`config.mk`:
```
export PLATFORM = sky130hd
export DESIGN_NAME = clock_switch_sequencer_flat
export DESIGN_NICKNAME = d
export VERILOG_FILES = /design/src/rtl/clock_switch_sequencer_if.sv /design/src/rtl/clock_switch_sequencer.sv /design/src/flat_wrapper.sv
export SDC_FILE = /design/constraint.sdc
export NUM_CORES = 1
export LEC_CHECK = 0
export BUFFER_PORTS_ARGS = -buffer_cell sky130_fd_sc_hd__buf_4
export CORE_MARGIN = 4
export CORE_UTILIZATION = 62
export DETAILED_ROUTE_END_ITERATION = 12
export HOLD_SLACK_MARGIN = 0.15
export PLACE_DENSITY = 0.84
export SYNTH_ARGS = -nofsm -noshare
export SYNTH_HDL_FRONTEND = slang
export SYNTH_SLANG_ARGS = --single-unit
```
`constraint.sdc`:
```
create_clock -name Clock -period 4.9 [get_ports Clock]
set_clock_uncertainty 0.15 [all_clocks]
set_input_delay 0.49 -clock Clock [delete_from_list [all_inputs] [get_ports Clock]]
set_output_delay 0.49 -clock Clock [all_outputs]
set_load 0.05 [all_outputs]
```
`src/rtl/clock_switch_sequencer_if.sv`:
```
// ---------------------------------------------------------------------------
// clock_switch_sequencer_if
//
// Purpose: bundles the request, PLL lock and control/status signals of the
// clock switch sequencer. Clock and reset stay plain ports on the module.
//
// Signals:
//   SwitchEnable     request: 1 means a clock should be running
//   SwitchSelect     request: index of the wanted reference clock
//   PLL_Lock         asynchronous PLL lock indication
//   Mux_Select       select for the external glitch-free mux
//   Mux_Enable       mux output enable / clock gate
//   PLL_PowerDown_N  0 powers the PLL down
//   Reset_N_OUT      reset request for the selected clock domain
//   Locked           1 only while the sequencer is in RUN
//   Timeout_Err      sticky lock-timeout flag
//   Sel_Err          sticky out-of-range select flag
//   Retry_Count      saturating count of lock losses seen in RUN
//   State            encoded sequencer state
//
// Handshake: there is no valid/ready pair. SwitchEnable and SwitchSelect are
// levels that the sequencer samples every cycle; a request is complete when
// Locked is 1, and any change of the levels starts a new sequence.
//
// Modports: master drives the request and lock, slave is the sequencer.
// ---------------------------------------------------------------------------
interface clock_switch_sequencer_if #(
  parameter int SEL_W   = 2,
  parameter int RETRY_W = 4
);
  logic               SwitchEnable;
  logic [SEL_W-1:0]   SwitchSelect;
  logic               PLL_Lock;
  logic [SEL_W-1:0]   Mux_Select;
  logic               Mux_Enable;
  logic               PLL_PowerDown_N;
  logic               Reset_N_OUT;
  logic               Locked;
  logic               Timeout_Err;
  logic               Sel_Err;
  logic [RETRY_W-1:0] Retry_Count;
  logic [2:0]         State;

  modport master (
    output SwitchEnable, SwitchSelect, PLL_Lock,
    input  Mux_Select, Mux_Enable, PLL_PowerDown_N, Reset_N_OUT,
    input  Locked, Timeout_Err, Sel_Err, Retry_Count, State
  );

  modport slave (
    input  SwitchEnable, SwitchSelect, PLL_Lock,
    output Mux_Select, Mux_Enable, PLL_PowerDown_N, Reset_N_OUT,
    output Locked, Timeout_Err, Sel_Err, Retry_Count, State
  );
endinterface

```
`src/rtl/clock_switch_sequencer.sv`:
```
// ---------------------------------------------------------------------------
// clock_switch_sequencer
//
// Purpose: selects one of NUM_INPUTS reference clocks for a downstream PLL
// and sequences every change: gate, power down, switch, power up, wait for
// lock (with timeout), hold reset, release. Lock loss in RUN restarts the
// sequence on the same target and is counted.
//
// Ports:
//   Clock    control clock, every register is clocked here
//   Reset_N  asynchronous active-low reset
//   bus      clock_switch_sequencer_if.slave (request, lock, mux/PLL
//            control, reset request and status; see the interface file)
//
// Configuration macro: CLOCK_SWITCH_AUTO_FALLBACK_EN
//   defined   - a lock timeout on a non-default target retries once on
//               DEFAULT_SEL; a timeout on DEFAULT_SEL goes to FAULT
//   undefined - every lock timeout goes to FAULT
//
// State encoding: IDLE=0 GATE=1 SETTLE=2 WAIT_LOCK=3 HOLD=4 RUN=5 FAULT=6
// ---------------------------------------------------------------------------
module clock_switch_sequencer #(
  parameter int NUM_INPUTS   = 4,
  parameter int SEL_W        = 2,
  parameter int DEFAULT_SEL  = 0,
  parameter int PD_CYCLES    = 4,
  parameter int LOCK_TIMEOUT = 4096,
  parameter int RST_HOLD     = 8,
  parameter int RETRY_W      = 4
) (
  input  logic                     Clock,
  input  logic                     Reset_N,
  clock_switch_sequencer_if.slave  bus
);

  typedef enum logic [2:0] {
    S_IDLE   = 3'd0,
    S_GATE   = 3'd1,
    S_SETTLE = 3'd2,
    S_WAIT   = 3'd3,
    S_HOLD   = 3'd4,
    S_RUN    = 3'd5,
    S_FAULT  = 3'd6
  } state_t;

  // One down-counter serves every timed state, so it is sized for the
  // longest of the three intervals.
  localparam int CNT_MAX =
    (LOCK_TIMEOUT > PD_CYCLES) ?
      ((LOCK_TIMEOUT > RST_HOLD) ? LOCK_TIMEOUT : RST_HOLD) :
      ((PD_CYCLES > RST_HOLD) ? PD_CYCLES : RST_HOLD);
  localparam int CNT_W = $clog2(CNT_MAX + 1);

  localparam logic [SEL_W:0]   NUM_L   = (SEL_W+1)'(NUM_INPUTS);
  localparam logic [SEL_W-1:0] DEF_SEL = SEL_W'(DEFAULT_SEL);

  localparam logic [CNT_W-1:0] LOAD_PD   = CNT_W'(PD_CYCLES - 1);
  localparam logic [CNT_W-1:0] LOAD_LOCK = CNT_W'(LOCK_TIMEOUT - 1);
  localparam logic [CNT_W-1:0] LOAD_HOLD = CNT_W'(RST_HOLD - 1);
  localparam logic [CNT_W-1:0] CNT_ONE   = CNT_W'(1);

  localparam logic [RETRY_W-1:0] RETRY_MAX = {RETRY_W{1'b1}};
  localparam logic [RETRY_W-1:0] RETRY_ONE = RETRY_W'(1);

  // ---------------------------------------------------------------------
  // Input sampling. Request levels get one register stage so nothing in
  // the FSM is combinational from a pin; PLL_Lock is asynchronous and gets
  // a two-flop synchroniser.
  // ---------------------------------------------------------------------
  logic             en_q;
  logic [SEL_W-1:0] sel_q;
  logic             lock_s1;
  logic             lock_s2;

  always_ff @(posedge Clock or negedge Reset_N) begin
    if (!Reset_N) begin
      en_q    <= 1'b0;
      sel_q   <= '0;
      lock_s1 <= 1'b0;
      lock_s2 <= 1'b0;
    end else begin
      en_q    <= bus.SwitchEnable;
      sel_q   <= bus.SwitchSelect;
      lock_s1 <= bus.PLL_Lock;
      lock_s2 <= lock_s1;
    end
  end

  // Range check of the sampled select; out-of-range requests map to the
  // default input.
  logic             sel_ok;
  logic [SEL_W-1:0] sel_tgt;

  assign sel_ok  = ({1'b0, sel_q} < NUM_L);
  assign sel_tgt = sel_ok ? sel_q : DEF_SEL;

  // ---------------------------------------------------------------------
  // Registers
  // ---------------------------------------------------------------------
  state_t             state;
  state_t             ns;
  logic [CNT_W-1:0]   cnt;
  logic [CNT_W-1:0]   cnt_load;

  // target is the input actually being switched to; req_sel is the raw
  // request that produced it. Change detection compares against req_sel so
  // an out-of-range request or a fallback does not look like a new request
  // every cycle.
  logic [SEL_W-1:0]   target;
  logic [SEL_W-1:0]   req_sel;
  logic               sel_err_r;
  logic               to_err_r;
  logic [RETRY_W-1:0] retry_r;

  logic [SEL_W-1:0]   target_nxt;
  logic [SEL_W-1:0]   req_nxt;
  logic               sel_err_nxt;
  logic               to_err_nxt;
  logic [RETRY_W-1:0] retry_nxt;

  logic [SEL_W-1:0]   mux_sel_r;
  logic               mux_en_r;
  logic               pd_n_r;
  logic               rst_out_r;
  logic               locked_r;

  logic [SEL_W-1:0]   mux_sel_d;
  logic               mux_en_d;
  logic               pd_n_d;
  logic               rst_out_d;
  logic               locked_d;

  // ---------------------------------------------------------------------
  // Process 1: state register and interval counter. The counter reloads on
  // every state change and otherwise counts down to zero and stays there.
  // ---------------------------------------------------------------------
  always_ff @(posedge Clock or negedge Reset_N) begin
    if (!Reset_N) begin
      state <= S_IDLE;
      cnt   <= '0;
    end else begin
      state <= ns;
      if (ns != state) begin
        cnt <= cnt_load;
      end else if (cnt != '0) begin
        cnt <= cnt - CNT_ONE;
      end
    end
  end

  always_comb begin
    cnt_load = '0;
    case (ns)
      S_GATE,
      S_SETTLE: cnt_load = LOAD_PD;
      S_WAIT:   cnt_load = LOAD_LOCK;
      S_HOLD:   cnt_load = LOAD_HOLD;
      default:  cnt_load = '0;
    endcase
  end

  // ---------------------------------------------------------------------
  // Process 2: next state, plus the target/flag updates that belong to
  // each transition. Disable beats lock loss, which beats a select change;
  // lock loss and a select change together still latch the new target.
  // ---------------------------------------------------------------------
  always_comb begin
    ns          = state;
    target_nxt  = target;
    req_nxt     = req_sel;
    sel_err_nxt = sel_err_r;
    to_err_nxt  = to_err_r;
    retry_nxt   = retry_r;

    if (state != S_IDLE && !en_q) begin
      ns = S_IDLE;
    end else begin
      case (state)
        S_IDLE: begin
          if (en_q) begin
            ns         = S_GATE;
            req_nxt    = sel_q;
            target_nxt = sel_tgt;
            to_err_nxt = 1'b0;
            if (!sel_ok) sel_err_nxt = 1'b1;
          end
        end

        S_GATE: begin
          if (cnt == '0) ns = S_SETTLE;
        end

        S_SETTLE: begin
          if (cnt == '0) ns = S_WAIT;
        end

        S_WAIT: begin
          if (lock_s2) begin
            ns = S_HOLD;
          end else if (cnt == '0) begin
            to_err_nxt = 1'b1;
`ifdef CLOCK_SWITCH_AUTO_FALLBACK_EN
            // One fallback attempt: once the target is the default, a
            // further timeout lands in FAULT.
            if (target != DEF_SEL) begin
              target_nxt = DEF_SEL;
              ns         = S_GATE;
            end else begin
              ns = S_FAULT;
            end
`else
            ns = S_FAULT;
`endif
          end
        end

        S_HOLD: begin
          // Lock dropping before release is not counted as a retry.
          if (!lock_s2) begin
            ns = S_GATE;
          end else if (cnt == '0) begin
            ns = S_RUN;
          end
        end

        S_RUN: begin
          if (!lock_s2) begin
            ns = S_GATE;
            if (retry_r != RETRY_MAX) retry_nxt = retry_r + RETRY_ONE;
          end
          if (sel_q != req_sel) begin
            ns         = S_GATE;
            req_nxt    = sel_q;
            target_nxt = sel_tgt;
            if (!sel_ok) sel_err_nxt = 1'b1;
          end
        end

        S_FAULT: begin
          if (sel_q != req_sel) begin
            ns         = S_GATE;
            req_nxt    = sel_q;
            target_nxt = sel_tgt;
            if (!sel_ok) sel_err_nxt = 1'b1;
          end
        end

        default: ns = S_IDLE;
      endcase
    end
  end

  // ---------------------------------------------------------------------
  // Process 3: outputs, decoded from the next state and registered on the
  // same edge as the state, so every output changes exactly on state entry.
  // The mux select only moves on SETTLE entry, when the gate was closed
  // during the preceding GATE cycles.
  // ---------------------------------------------------------------------
  always_comb begin
    mux_sel_d = mux_sel_r;
    mux_en_d  = 1'b0;
    pd_n_d    = 1'b0;
    rst_out_d = 1'b0;
    locked_d  = 1'b0;
    case (ns)
      S_SETTLE: begin
        mux_en_d = 1'b1;
        if (state != S_SETTLE) mux_sel_d = target_nxt;
      end
      S_WAIT,
      S_HOLD: begin
        mux_en_d = 1'b1;
        pd_n_d   = 1'b1;
      end
      S_RUN: begin
        mux_en_d  = 1'b1;
        pd_n_d    = 1'b1;
        rst_out_d = 1'b1;
        locked_d  = 1'b1;
      end
      default: begin
        mux_en_d  = 1'b0;
        pd_n_d    = 1'b0;
        rst_out_d = 1'b0;
        locked_d  = 1'b0;
      end
    endcase
  end

  always_ff @(posedge Clock or negedge Reset_N) begin
    if (!Reset_N) begin
      target    <= DEF_SEL;
      req_sel   <= DEF_SEL;
      sel_err_r <= 1'b0;
      to_err_r  <= 1'b0;
      retry_r   <= '0;
      mux_sel_r <= DEF_SEL;
      mux_en_r  <= 1'b0;
      pd_n_r    <= 1'b0;
      rst_out_r <= 1'b0;
      locked_r  <= 1'b0;
    end else begin
      target    <= target_nxt;
      req_sel   <= req_nxt;
      sel_err_r <= sel_err_nxt;
      to_err_r  <= to_err_nxt;
      retry_r   <= retry_nxt;
      mux_sel_r <= mux_sel_d;
      mux_en_r  <= mux_en_d;
      pd_n_r    <= pd_n_d;
      rst_out_r <= rst_out_d;
      locked_r  <= locked_d;
    end
  end

  assign bus.Mux_Select      = mux_sel_r;
  assign bus.Mux_Enable      = mux_en_r;
  assign bus.PLL_PowerDown_N = pd_n_r;
  assign bus.Reset_N_OUT     = rst_out_r;
  assign bus.Locked          = locked_r;
  assign bus.Timeout_Err     = to_err_r;
  assign bus.Sel_Err         = sel_err_r;
  assign bus.Retry_Count     = retry_r;
  assign bus.State           = state;

endmodule

```
`src/flat_wrapper.sv`:
```
// flat-port wrapper written by rule: the top's interface ports become plain ports
module clock_switch_sequencer_flat 
#(
  parameter int NUM_INPUTS   = 4,
  parameter int SEL_W        = 2,
  parameter int DEFAULT_SEL  = 0,
  parameter int PD_CYCLES    = 4,
  parameter int LOCK_TIMEOUT = 4096,
  parameter int RST_HOLD     = 8,
  parameter int RETRY_W      = 4
)
  (Clock, Reset_N, bus_SwitchEnable, bus_SwitchSelect, bus_PLL_Lock, bus_Mux_Select, bus_Mux_Enable, bus_PLL_PowerDown_N, bus_Reset_N_OUT, bus_Locked, bus_Timeout_Err, bus_Sel_Err, bus_Retry_Count, bus_State);
  clock_switch_sequencer_if #(.SEL_W(SEL_W), .RETRY_W(RETRY_W)) bus_i ();
  input  logic Clock;
  input  logic Reset_N;
  input wire logic [$bits(bus_i.SwitchEnable)-1:0] bus_SwitchEnable;
  input wire logic [$bits(bus_i.SwitchSelect)-1:0] bus_SwitchSelect;
  input wire logic [$bits(bus_i.PLL_Lock)-1:0] bus_PLL_Lock;
  output wire logic [$bits(bus_i.Mux_Select)-1:0] bus_Mux_Select;
  output wire logic [$bits(bus_i.Mux_Enable)-1:0] bus_Mux_Enable;
  output wire logic [$bits(bus_i.PLL_PowerDown_N)-1:0] bus_PLL_PowerDown_N;
  output wire logic [$bits(bus_i.Reset_N_OUT)-1:0] bus_Reset_N_OUT;
  output wire logic [$bits(bus_i.Locked)-1:0] bus_Locked;
  output wire logic [$bits(bus_i.Timeout_Err)-1:0] bus_Timeout_Err;
  output wire logic [$bits(bus_i.Sel_Err)-1:0] bus_Sel_Err;
  output wire logic [$bits(bus_i.Retry_Count)-1:0] bus_Retry_Count;
  output wire logic [$bits(bus_i.State)-1:0] bus_State;
  assign bus_i.SwitchEnable = bus_SwitchEnable;
  assign bus_i.SwitchSelect = bus_SwitchSelect;
  assign bus_i.PLL_Lock = bus_PLL_Lock;
  assign bus_Mux_Select = bus_i.Mux_Select;
  assign bus_Mux_Enable = bus_i.Mux_Enable;
  assign bus_PLL_PowerDown_N = bus_i.PLL_PowerDown_N;
  assign bus_Reset_N_OUT = bus_i.Reset_N_OUT;
  assign bus_Locked = bus_i.Locked;
  assign bus_Timeout_Err = bus_i.Timeout_Err;
  assign bus_Sel_Err = bus_i.Sel_Err;
  assign bus_Retry_Count = bus_i.Retry_Count;
  assign bus_State = bus_i.State;
  clock_switch_sequencer #(.NUM_INPUTS(NUM_INPUTS), .SEL_W(SEL_W), .DEFAULT_SEL(DEFAULT_SEL), .PD_CYCLES(PD_CYCLES), .LOCK_TIMEOUT(LOCK_TIMEOUT), .RST_HOLD(RST_HOLD), .RETRY_W(RETRY_W)) u_core (.Clock(Clock), .Reset_N(Reset_N), .bus(bus_i));
endmodule
```
* Word level (Yosys, flattened, before mapping)
Cells that the tools add are included.
** Word-level totals
- Output and inout bits :: 15
- Logic and storage cells :: 83
- Bits in registers :: 35
** Cells by class
- Reductions and logical operators :: 17
- Add/sub/neg operators :: 2
- Mux-type cells :: 29
- Equal/unequal tests :: 19
- Bitwise gates (word level) :: 2
** Operator list (number)
- $pmux W12 S3 :: 1
- $mux W3 :: 11
- $mux W13 :: 2
- $pmux W3 S7 :: 1
- $eq A3 B3 Y1 const B :: 5
- $logic_not A13 Y1 :: 1
- $reduce_bool A13 Y1 :: 1
- $sub A13 B1 Y13 const B :: 1
- $eq A3 B2 Y1 const B :: 4
- $mux W2 :: 5
- $pmux W2 S2 :: 2
- $reduce_and A4 Y1 :: 2
- $eq A3 B1 Y1 const B :: 2
- $mux W1 :: 6
- $ne A2 B1 Y1 const B :: 3
- $reduce_bool A2 Y1 :: 3
- $reduce_and A5 Y1 :: 1
- $add A4 B1 Y4 const B :: 1
- $ne A4 B4 Y1 const B :: 1
- $reduce_or A2 Y1 :: 2
- $reduce_or A4 Y1 :: 1
- $logic_not A3 Y1 :: 1
- $ne A3 B2 Y1 const B :: 1
- $ne A3 B3 Y1 :: 1
- other kinds (9) :: 10

* Logic depth before layout (Yosys ltp)
- Depth after elaboration :: 9
- Mapped depth :: 10
- Mapped depth without buffers :: 8

* Least setup slack after synthesis
No wires, ideal clock.
- Kind :: reg-to-reg
- From :: reg u_core.cnt[0]
- To :: reg u_core.mux_sel_r[0] (netlist: u_core.bus.Mux_Select[0])
- Required time :: 4.622 ns
- Slack :: 2.286 ns
- Period minus slack after synthesis :: 2.614 ns
- Arrival time :: 2.337 ns
- Cell stages (with the launch flop) :: 9
- Library setup time :: 0.128 ns
- Path through :: dfrtp_1 -> inv_1 -> ha_1 -> nor3b_2 -> nand4_4 -> or3_1 -> a21oi_2 -> nor2b_1 -> mux2_1
** On the way
- Cells in the longest elaborated chain, start to end :: 7
** Ends and longest elaborated chain
- from (decl) :: line clock_switch_sequencer.sv:102 : logic [CNT_W-1:0] cnt;
- from (signal assigned) :: line clock_switch_sequencer.sv:144 : cnt <= cnt_load;
- from (signal assigned) :: line clock_switch_sequencer.sv:146 : cnt <= cnt - CNT_ONE;
- $logic_not A13 Y1 (*)
- $mux W3, on equally long branches :: line clock_switch_sequencer.sv:221, clock_switch_sequencer.sv:200
- $mux W3, on equally long branches :: line clock_switch_sequencer.sv:219, clock_switch_sequencer.sv:198
- $pmux W3 S7 (*) :: line clock_switch_sequencer.sv:178 : case (state)
- $mux W3 (*) :: line clock_switch_sequencer.sv:175 : if (state != S_IDLE && !en_q) begin
- named net u_core.ns[1] :: line clock_switch_sequencer.sv:101 : state_t ns;
- $eq A3 B2 Y1 (*) :: line clock_switch_sequencer.sv:265 : case (ns)
- $reduce_and A2 Y1 (no source line) (*)
- to (signal assigned) :: line clock_switch_sequencer.sv:308 : mux_sel_r <= mux_sel_d;
- to (decl) :: line clock_switch_sequencer.sv:121 : logic [SEL_W-1:0] mux_sel_r;
The timed path passes the listed nets; every way through them passes the cells marked *.
A chain may end at the register's enable or synchronous reset.

* Worst setup path after layout
Ends and elaborated chain as after synthesis.

==> flow_summary.rst <==
.. list-table::
   :header-rows: 1

   * - Metric
     - Value
   * - Die W
     - 63.7 µm
   * - Worst path arrival time
     - 3.09 ns
   * - Num CTS Buffers
     - 5
   * - Post-synthesis share of cell area spent on and, or, nand and nor gates
     - 0.167
   * - Sort of element at the start of the critical path
     - flip-flop
   * - Pin count of the biggest net entering global routing
     - 36
   * - Number of clock sinks
     - 35
   * - Total of buffers placed on input and output ports
     - 19
   * - Fin area
     - 2220 µm²
   * - Setup repair bufs after CTS
     - 0
   * - Via density
     - 6.21
   * - Count of flip-flops with a built-in enable after synthesis
     - 0
   * - Effective utilization at floorplan
     - 0.675
   * - Share of synthesized area spent on multiplexers
     - 0.0579
   * - Commonest non-fill, non-tap cells in the layout
     - sky130_fd_sc_hd__dfrtp_1 (35), sky130_fd_sc_hd__buf_4 (19), sky130_fd_sc_hd__nor2_1 (13)
   * - ANT cells
     - 0
   * - TritonCTS clock tree
     - yes
   * - Period minus WS final
     - 3.01 ns
   * - Ys flop type
     - sky130_fd_sc_hd__dfrtp_1
   * - Adder-cell share of the synthesized area
     - 0.0130
   * - Resize count post-CTS
     - 0
   * - Detailed Place HPWL
     - 2.83 mm
   * - Final Hold Fails
     - 0
   * - Tightest Hold Check Type
     - flip-flop to flip-flop
   * - Synth cell types
     - 58
   * - Nets
     - 211
   * - Peak ir drop on the vdd network
     - 550 µV
   * - Compound-Gate Fraction of Synth Area
     - 0.199
   * - Clock transition at the registers of the reported paths
     - 0.12 ns
   * - #FFs+latches synth
     - 35
   * - Most common library cell in the layout ignoring fill and taps
     - sky130_fd_sc_hd__dfrtp_1
   * - Core Footprint
     - 2850 µm²
   * - Setup Viol. Count Final
     - 0
   * - Library cell with the largest summed area after synthesis
     - sky130_fd_sc_hd__dfrtp_1
   * - Cell row count
     - 19
   * - Number of synthesis warnings
     - 0
   * - R2r startpoint
     - u_core.cnt[0]$_DFFE_PN0P_
   * - Initial detailed-routing violation count
     - 60
   * - Part of the power in combinational logic
     - 0.502
   * - Worst setup path startpoint
     - u_core.cnt[0]$_DFFE_PN0P_
   * - Sequential element share of the synthesized area
     - 0.455
   * - XOR/XNOR Fraction of Synth Area
     - 0.0683
   * - Fraction of synthesized cell area taken by the top area cell type
     - 0.455
   * - Layout cell share with drive strength beyond 1
     - 0.235
   * - Worst hold path cell count
     - 0
   * - Slew of the pin with the lowest slew margin
     - 0.661 ns
   * - Status
     - finished clean
   * - Number of max-cap violations
     - 0
   * - Number of routed nets with antenna violations
     - 0
   * - Overall die area
     - 4060 µm²
   * - Wire length of the first global-routing pass
     - 7.04 mm
   * - Number of cell instances on the worst register-to-register path
     - 8
   * - Setup repair after global routing missed its margin
     - no
   * - Main combinational cell family by area after synthesis
     - compound AO/OA/AOI/OAI gates
   * - Number of DRC violations after detailed routing
     - 0
   * - Post-Syn Instances
     - 179
   * - Die height
     - 63.7 µm
   * - Dominant cells by area after synthesis
     - sky130_fd_sc_hd__dfrtp_1 (46%), sky130_fd_sc_hd__xnor2_1 (4.1%), sky130_fd_sc_hd__o31ai_2 (3.3%)
   * - RD Place Congestion
     - 0.958
   * - Switching power share of the total
     - 0.437
   * - Placed Instances
     - 222
   * - Part of the total power dissipated in sequential elements
     - 0.317
   * - Hold path start
     - u_core.lock_s1$_DFF_PN0_
   * - Count of final max-slew check failures
     - 0
   * - All-layer global routing usage
     - 0.221
   * - Number of global-route vias before repair
     - 1473
   * - Final Routed Wirelength
     - 4.05 mm
   * - Clock share of power
     - 0.181
   * - Clock latency at the later pin of the worst-skew pair
     - 0.34 ns
   * - Worst slew margin relative to its limit
     - 0.556
   * - Area growth, synth to finish
     - 15.3%
   * - Static leakage power
     - 1.01 nW
   * - Final setup TNS
     - 0 ns
   * - Post-synthesis cell area
     - 1920 µm²
   * - Number of ports placed on the die boundary
     - 21
   * - Post-layout util
     - 0.778
   * - Global route total overflow
     - 0
   * - Number of detailed-routing iterations run before antenna repair
     - 4
   * - Internal power component
     - 811 µW
   * - Kind of capture point of the worst setup path
     - flip-flop
   * - Asr flop ratio synth
     - 1.00
   * - Achievable clock frequency
     - 0.332 GHz
   * - WL per Instance
     - 17.2 µm
   * - Cell area reported after detailed placement
     - 2060 µm²
   * - Detailed-route via count
     - 1460
   * - Number of antenna violations at the first check in global routing
     - 0
   * - Mean cell area of the mapped netlist
     - 10.8 µm²
   * - Root cell of the clock tree
     - sky130_fd_sc_hd__clkbuf_4
   * - Ratio of final minimum period to clock period
     - 0.615
   * - Maximum level of the CTS H-tree
     - 2
   * - CP Data Required Time
     - 4.97 ns
   * - Areal power density over the cells
     - 650 nW/µm²
   * - Post-Layout Cell Count
     - 235
   * - Setup CP Type
     - flip-flop to flip-flop
   * - Net count after synthesis
     - 187
   * - Highest net fanout along the worst path
     - 7
   * - Net switching power of the design
     - 630 µW
   * - Max Buffers Root-to-Sink
     - 2
==> power groups by stage <==
stage | Clock, mW | Sequential [mW] | Combinational, mW
after floorplan | 0 | 0.514 | 0.520
after global placement | 0 | 0.449 | 0.695
after detailed placement | 0 | 0.459 | 0.714
after CTS | 0.263 | 0.454 | 0.724
after global routing | 0.280 | 0.469 | 0.785
final | 0.261 | 0.457 | 0.724
==> registers in the layout (all words and copies together), names as in the netlist, 2 cells and up <==
signal / flops
u_core.sel_q: 2
u_core.cnt: 13
u_core.req_sel: 2
u_core.bus.Retry_Count: 4
u_core.bus.Mux_Select: 2
u_core.target: 2
u_core.bus.State: 3
==> cells in the mapped netlist (2+ instances only) <==
cell	count
sky130_fd_sc_hd__mux2_1	2
sky130_fd_sc_hd__a31oi_1	3
sky130_fd_sc_hd__o21a_1	2
sky130_fd_sc_hd__o21ai_0	8
sky130_fd_sc_hd__ha_1	2
sky130_fd_sc_hd__a211oi_2	2
sky130_fd_sc_hd__or2_1	2
sky130_fd_sc_hd__o21ai_1	3
sky130_fd_sc_hd__o31a_1	3
sky130_fd_sc_hd__a21oi_1	3
sky130_fd_sc_hd__nor2_1	13
sky130_fd_sc_hd__or3_1	2
sky130_fd_sc_hd__o31ai_1	3
sky130_fd_sc_hd__nor3b_1	2
sky130_fd_sc_hd__nor4_1	4
sky130_fd_sc_hd__mux2_2	5
sky130_fd_sc_hd__nand2_1	11
sky130_fd_sc_hd__nor3_1	2
sky130_fd_sc_hd__clkbuf_1	3
sky130_fd_sc_hd__xnor2_1	9
sky130_fd_sc_hd__buf_4	2
sky130_fd_sc_hd__nand2b_1	5
sky130_fd_sc_hd__dfrtp_1	35
sky130_fd_sc_hd__a211oi_1	2
sky130_fd_sc_hd__and2_1	2
sky130_fd_sc_hd__inv_1	8
sky130_fd_sc_hd__xor2_1	6
sky130_fd_sc_hd__o31ai_2	5
==> routing by layer <==
layer,up-vias,part of all wire,track usage
met4,0,0.011,0.0755
met3,5,0.036,0.0391
met2,34,0.53,0.390
met5,-,0,0
met1,720,0.43,0.272
li1,701,-,-
==> final timing paths <==
| check | endpoint | slack (ns) |
|---|---|---|
| worst max-delay path | u_core.bus.Mux_Select[0]$_DFFE_PN0P_ | 1.89 |
| worst min-delay path | u_core.lock_s2$_DFF_PN0_ | 0.22 |
| worst max register to register | u_core.bus.Mux_Select[0]$_DFFE_PN0P_ | 1.89 |
| worst min register to register | u_core.lock_s2$_DFF_PN0_ | 0.22 |
| max in group asynchronous | u_core.target[0]$_DFF_PN0_ | 3.83 |
| min in group asynchronous | u_core.cnt[5]$_DFFE_PN0P_ | 0.46 |
==> timing repair <==
item                                    in CTS  in global routing
endpoints found under the setup margin       0                  0
hold buffers                                 5                  0
endpoints found under the hold margin       39                  0
==> area by class of cell <==
type,instances,area (µm²)
Clock buffer,5,37.5
Clock inverter,3,67.6
Fill cell,186,634
Inverter,8,30.0
Multi-Input combinational cell,129,976
Sequential cell,35,876
Tap cell,31,38.8
Timing Repair Buffer,24,193
==> per-stage QoR <==
stage	worst slack (ns)	power (mW)	hold slack [ns]
after floorplan	2.29	1.03	0.0444
after global placement	2.13	1.14	0.184
after detailed placement	1.93	1.17	0.193
after CTS	1.88	1.44	0.221
after global routing	1.69	1.53	0.243
final	1.89	1.44	0.219
==> cells by family after synthesis <==
logic type,count (synthesis)
other cells,1
compound gates,48
fa+ha+maj,2
buf+inv,15
flops,35
simple gates,54
mux,9
xor+xnor,15
==> critical path, cell delays in order (launching register included) <==
cell and delay, ns:
sky130_fd_sc_hd__dfrtp_1 0.44, sky130_fd_sc_hd__inv_1 0.08, sky130_fd_sc_hd__ha_1 0.19, sky130_fd_sc_hd__nor3b_2 0.43
sky130_fd_sc_hd__nand4_4 0.24, sky130_fd_sc_hd__or3_1 0.45, sky130_fd_sc_hd__a21oi_2 0.27, sky130_fd_sc_hd__nor2b_1 0.28
sky130_fd_sc_hd__mux2_1 0.35
Note: power is estimated with default switching activity, not from simulation.
